### config.mk
export PLATFORM = sky130hd
export DESIGN_NAME = riscv_mem_ctrl
export DESIGN_NICKNAME = d
export VERILOG_FILES = /design/src/rtl/riscv_mem_pkg.sv /design/src/rtl/mem_wait_timer.sv /design/src/rtl/riscv_mem_ctrl.sv
export SDC_FILE = /design/constraint.sdc
export NUM_CORES = 1
export LEC_CHECK = 0
export CAP_MARGIN = 10
export CORE_AREA = 2 2 136 138
export CTS_CLUSTER_SIZE = 20
export DETAILED_ROUTE_END_ITERATION = 8
export DIE_AREA = 0 0 138 140
export DONT_BUFFER_PORTS = 1
export PLACE_DENSITY = 0.39
export SYNTH_ARGS = -nofsm -noshare
export SYNTH_HDL_FRONTEND = slang
export SYNTH_SLANG_ARGS = --single-unit
export TNS_END_PERCENT = 100
### constraint.sdc
create_clock -name clk -period 4.83 [get_ports clk]
set_clock_uncertainty 0.15 [all_clocks]
set_input_delay 0.2415 -clock clk [delete_from_list [all_inputs] [get_ports clk]]
set_output_delay 0.2415 -clock clk [all_outputs]
set_load 0.005 [all_outputs]
### src/rtl/riscv_mem_pkg.sv
// Shared types and helpers for the riscv memory controller: FSM state encoding,
// wait-state limits and the data-address legality check.
package riscv_mem_pkg;

  typedef enum logic [1:0] {
    ST_BOOT,
    ST_RUN,
    ST_WAIT,
    ST_DONE
  } state_t;

  localparam int MAX_WAIT_STATES = 7;
  localparam int WAIT_CNT_W      = 3;

  // A data address is legal when word aligned and inside the data memory window.
  function automatic logic addr_ok(input logic [63:0] a, input int unsigned daddr_bits);
    return (a[1:0] == 2'b00) && ((a >> (daddr_bits + 2)) == 64'd0);
  endfunction

endpackage

### src/rtl/mem_wait_timer.sv
// Loadable down-counter that times the wait states of a data access; o_done is
// high while the count sits at zero.
module mem_wait_timer
  import riscv_mem_pkg::*;
(
  input  logic                  clk,
  input  logic                  reset,
  input  logic                  i_load,
  input  logic [WAIT_CNT_W-1:0] i_value,
  input  logic                  i_en,
  output logic                  o_done
);

  logic [WAIT_CNT_W-1:0] r_count;

  always_ff @(posedge clk) begin
    if (reset) begin
      r_count <= '0;
    end else if (i_load) begin
      r_count <= i_value;
    end else if (i_en && (r_count != '0)) begin
      r_count <= r_count - 1'b1;
    end
  end

  assign o_done = (r_count == '0);

endmodule

### src/rtl/riscv_mem_ctrl.sv
// Memory controller between the riscv core and its instruction/data memories:
// boot-loads imem while the core is held off, then serves fetches and timed data accesses.
module riscv_mem_ctrl
  import riscv_mem_pkg::*;
#(
  parameter int BUS_WIDTH   = 32,
  parameter int IADDR_BITS  = 10,
  parameter int DADDR_BITS  = 10,
  parameter int WAIT_STATES = 2
) (
  input  logic                  clk,
  input  logic                  reset,
  input  logic                  boot_valid,
  input  logic [BUS_WIDTH-1:0]  boot_data,
  input  logic                  boot_last,
  output logic                  boot_ready,
  output logic                  core_run,
  input  logic [BUS_WIDTH-1:0]  iaddr,
  output logic [BUS_WIDTH-1:0]  idata,
  input  logic                  iwr,
  input  logic [BUS_WIDTH-1:0]  addr,
  input  logic                  re,
  input  logic                  wr,
  input  logic [BUS_WIDTH-1:0]  wdata,
  output logic [BUS_WIDTH-1:0]  rdata,
  output logic                  dready,
  output logic                  err,
  output logic [IADDR_BITS-1:0] imem_addr,
  output logic                  imem_wr,
  output logic [BUS_WIDTH-1:0]  imem_wdata,
  input  logic [BUS_WIDTH-1:0]  imem_rdata,
  output logic [DADDR_BITS-1:0] dmem_addr,
  output logic                  dmem_re,
  output logic                  dmem_wr,
  output logic [BUS_WIDTH-1:0]  dmem_wdata,
  input  logic [BUS_WIDTH-1:0]  dmem_rdata
);

  localparam logic [IADDR_BITS-1:0] LP_IMEM_LAST = '1;
  localparam logic [WAIT_CNT_W-1:0] LP_WAIT_LOAD =
    (WAIT_STATES == 0) ? WAIT_CNT_W'(0) : WAIT_CNT_W'(WAIT_STATES - 1);
  localparam logic LP_NO_WAIT = (WAIT_STATES == 0);

  state_t                r_state;
  state_t                w_next;
  logic [IADDR_BITS-1:0] r_boot_cnt;
  logic                  r_is_rd;
  logic                  r_err;
  logic [BUS_WIDTH-1:0]  r_rdata;
  logic                  w_sample;
  logic                  w_ok;
  logic                  w_timer_done;
  logic                  w_rd_done;
  logic                  w_unused_iaddr;

  assign w_ok           = addr_ok(64'(addr), DADDR_BITS);
  assign w_unused_iaddr = ^{iaddr[BUS_WIDTH-1:IADDR_BITS+2], iaddr[1:0]};

  assign idata      = imem_rdata;
  assign dmem_addr  = addr[DADDR_BITS+1:2];
  assign dmem_wdata = wdata;

  mem_wait_timer u_timer (
    .clk     (clk),
    .reset   (reset),
    .i_load  (w_sample),
    .i_value (LP_WAIT_LOAD),
    .i_en    (r_state == ST_WAIT),
    .o_done  (w_timer_done)
  );

  always_ff @(posedge clk) begin
    if (reset) begin
      r_state <= ST_BOOT;
    end else begin
      r_state <= w_next;
    end
  end

  // The counter parks on the last index once memory is full instead of wrapping.
  always_ff @(posedge clk) begin
    if (reset) begin
      r_boot_cnt <= '0;
    end else if ((r_state == ST_BOOT) && boot_valid && (r_boot_cnt != LP_IMEM_LAST)) begin
      r_boot_cnt <= r_boot_cnt + 1'b1;
    end
  end

  always_ff @(posedge clk) begin
    if (reset) begin
      r_is_rd <= 1'b0;
      r_err   <= 1'b0;
    end else if (w_sample) begin
      r_is_rd <= re & ~wr;
      r_err   <= ~w_ok;
    end
  end

  // The synchronous dmem presents read data during DONE; it is forwarded then and held after.
  assign w_rd_done = (r_state == ST_DONE) && r_is_rd && !r_err;

  always_ff @(posedge clk) begin
    if (reset) begin
      r_rdata <= '0;
    end else if (w_rd_done) begin
      r_rdata <= dmem_rdata;
    end
  end

  assign rdata = w_rd_done ? dmem_rdata : r_rdata;

  always_comb begin
    w_next     = r_state;
    boot_ready = 1'b0;
    core_run   = 1'b0;
    imem_addr  = iaddr[IADDR_BITS+1:2];
    imem_wr    = 1'b0;
    imem_wdata = wdata;
    dmem_re    = 1'b0;
    dmem_wr    = 1'b0;
    dready     = 1'b0;
    err        = 1'b0;
    w_sample   = 1'b0;
    unique case (r_state)
      ST_BOOT: begin
        boot_ready = 1'b1;
        imem_addr  = r_boot_cnt;
        imem_wdata = boot_data;
        if (boot_valid) begin
          imem_wr = 1'b1;
          if (boot_last || (r_boot_cnt == LP_IMEM_LAST)) begin
            w_next = ST_RUN;
          end
        end
      end
      ST_RUN: begin
        core_run = 1'b1;
        imem_wr  = iwr;
        if (re || wr) begin
          w_sample = 1'b1;
          dmem_wr  = wr & w_ok;
          dmem_re  = LP_NO_WAIT & re & ~wr & w_ok;
          w_next   = LP_NO_WAIT ? ST_DONE : ST_WAIT;
        end
      end
      ST_WAIT: begin
        core_run = 1'b1;
        imem_wr  = iwr;
        if (w_timer_done) begin
          dmem_re = r_is_rd & ~r_err;
          w_next  = ST_DONE;
        end
      end
      ST_DONE: begin
        core_run = 1'b1;
        imem_wr  = iwr;
        dready   = 1'b1;
        err      = r_err;
        w_next   = ST_RUN;
      end
      default: w_next = ST_BOOT;
    endcase
  end

endmodule

==> out/results.ini <==
[layout]
nets=469
fillers=1950
final_cells=494
multi_input_area_um2=1660
seq_area_um2=981
finalCoreUtilization_pct=17.9
area_growth_pct=-2.98
fin_area_um2=3180
drive_gt1_share_pct=22.1

[grt]
grt_usage_pct=9.47
grt_max_degree=51
grt_overflow=0
antenna_found_initial=5
grt_pass1_wl_um=13800
grt_pass1_vias=2121

[pwr]
internal_power_uw=915
max-vdd-ir-drop_mv=0.176
p_comb_share_pct=40.6
p_leak_nw=1.23
p_sw_uw=464
power.density_nw_per_um2=433
seq_power_share_pct=32.7
clkPwrFrac_pct=26.7
switching_share_pct=33.6
p_total_mw=1.38

[synth]
async_reset_ff_share_pct=0
yosys.area.top_type=dfxtp_1
synth_compound_area_share_pct=4.73
synth-seq-cells=49
synth_top_family_by_area=multiplexers
syn_inst=336
post_synth_fa_ha_maj_area_fraction_pct=3.05
postSynthAreaPerCell_um2=9.76
synth_warnings=0
yosys-top-cells-area=dfxtp_1 (30%), buf_4 (17%), mux2_2 (15%), mux2_1 (11%), nor2b_1 (6.7%)
synth_ff_type=dfxtp_1
synth_nets=543
synth_cell_types=37
synthSimpleGateAreaFrac_pct=14.9
yosys-mux-area-fraction_pct=26.4
synth_xor_area_share_pct=1.60
syn-cell-area_um2=3280
synth-edff-count=0
yosysSeqAreaShare_pct=29.9
yosysTopAreaCellShare_pct=29.9

[clock_tree]
cts_tree=yes
numCtsBuffers=5
post_cts_buffers=0
clkTransAtPathRegs_ns=0.06
h-tree-depth=2
root_buffer=clkbuf_16
cts_sinks=49
clock_path_buffers=2
clk_latency_ns=0.28

[placed_design]
pre_cts_ws_ns=2.48
dp.cells=480
hpwlAfterDp_um=8050
port_buffers=0
gp_congestion=0.705
post_dp_cell_area_um2=2970

[routing]
drc=0
avgViaCountPerCell=4.18
firstDrtPassIters=4
drtAntennaViolNets=0
drt_iter0_drc=24
vias=2065
totalWireLength_um=9730
wl_per_cell_um=19.7

[timing]
hold_violations=0
setup_viol=0
setup_tns_ns=0
fmax_mhz=398
min_period_ns=2.51
slew_viol_final=0
tightest_slew_ns=0.472
rsz0062_at_grt=no
whs_ns=0.0108
timing.final.crit_share_pct=52.0
slew_headroom_pct=68.5
finalWorstSetupSlack_ns=2.32

[status]
status=finished, final reports clean

[floorplan]
die_area_um2=19300
core-area_um2=17800
rows=49
die_w_um=138
die_h_um=140
start_util_pct=18.4
top_level_ports=354

[hold_path]
hp-class=primary input to flip-flop

[critical_path]
cp_max_fo=28
crit_type=flip-flop to output pin
startpoint_type=flip-flop
end_kind=output pin
critPathRequiredTime_ns=4.44
cp_data_arrival_time_ns=2.12

[flow_run]
cap_violations=0

-- power by group through the flow --
stage          clock [mW]  combinational [mW]  sequential, mW
2_1_floorplan           0               0.514           0.454
3_3_place_gp            0               0.568           0.459
3_5_place_dp            0               0.567           0.460
6_report            0.368               0.560           0.450
4_1_cts             0.392               0.582           0.451
5_1_grt             0.410               0.610           0.455
-- layout make-up --
type,count,area share (%)
diodes,2,0.157
clock buffers,7,4.80
clock inverters,1,0.157
inverters,6,0.708
multi-input cells,194,52.3
flip-flops and latches,49,30.8
well taps,229,9.01
repair buffers,6,2.05
-- logic make-up (layout without fill, tap and decap cells) --
logic type               Yosys count  after routing
multiplexers                      77             77
buffers and inverters             93             20
XOR/XNOR                           6              6
AND/OR/NAND/NOR                   81             81
flip-flops                        49             49
other                              0              2
AO/OA/AOI/OAI                     22             22
adder cells (fa/ha/maj)            8              8
-- critical path, stage by stage (launching register included) --
cell	delay, ns
dfxtp_1	0.34
inv_1	0.12
ha_2	0.49
buf_4	0.44
mux2_2	0.43
-- worst paths after layout --
path / start / cells past startpoint / slack, ns / end
hold / removal: re / 2 / 0.01 / u_timer.r_count[0]
setup reg to reg: r_state[1] / 5 / 2.56 / r_state[0]
setup / recovery: r_state[1] / 4 / 2.32 / imem_wdata[1]
hold reg to reg: r_is_rd / 2 / 0.36 / r_is_rd
-- registers in the layout, indices dropped and copies added, names as in the netlist --
| name | flops |
|---|---|
| r_boot_cnt | 10 |
| r_is_rd | 1 |
| u_timer.r_count | 3 |
| r_rdata | 32 |
| r_err | 1 |
| r_state | 2 |
-- cells in the final DEF, fill, tap and decap left out, types with 2 or more instances in the layout --
cell type      instances
dfxtp_1               49
mux2_2                44
nor2b_1               35
mux2_1                31
nor2_1                10
ha_1                   7
inv_1                  6
a21oi_1                6
nor4_1                 5
xor2_1                 5
clkbuf_16              5
nand2_1                4
and3_1                 4
nand2b_1               4
nand3_1                4
o21ai_0                4
or3_1                  4
and2_1                 3
dlygate4sd3_1          3
diode_2                2
or4_1                  2
nor3_1                 2
mux2i_1                2
a211oi_1               2
o2111ai_1              2
o21ai_1                2
clkbuf_8               2
buf_4                  2
-- synthesized netlist by cell type, drive strengths merged (2+ instances only) --
library cell	instances
a21oi	6
and3	4
nand2b	4
nor4	5
or3	4
nor3	2
mux2	75
nand2	4
or4	2
dfxtp	49
nor2b	35
o2111ai	2
buf	82
xor2	5
nand4	2
mux2i	2
and2	3
inv	6
nor2	10
clkbuf	5
nand3	4
ha	8
a211oi	2
o21ai	6
-- per-layer routing --
layer	up-vias	part of all wire, %	global-route usage (%)
li1	936	-	-
met5	-	0.35	0
met1	926	36	9.93
met2	166	49	16.5
met4	6	2.5	3.65
met3	31	11	4.44
-- repair_timing --
action,in CTS,in global routing
setup endpoints to repair,0,0
gates resized for setup,0,0
hold buffers,4,0
hold endpoints to repair,48,0
Power figures use the tool's default switching activity.
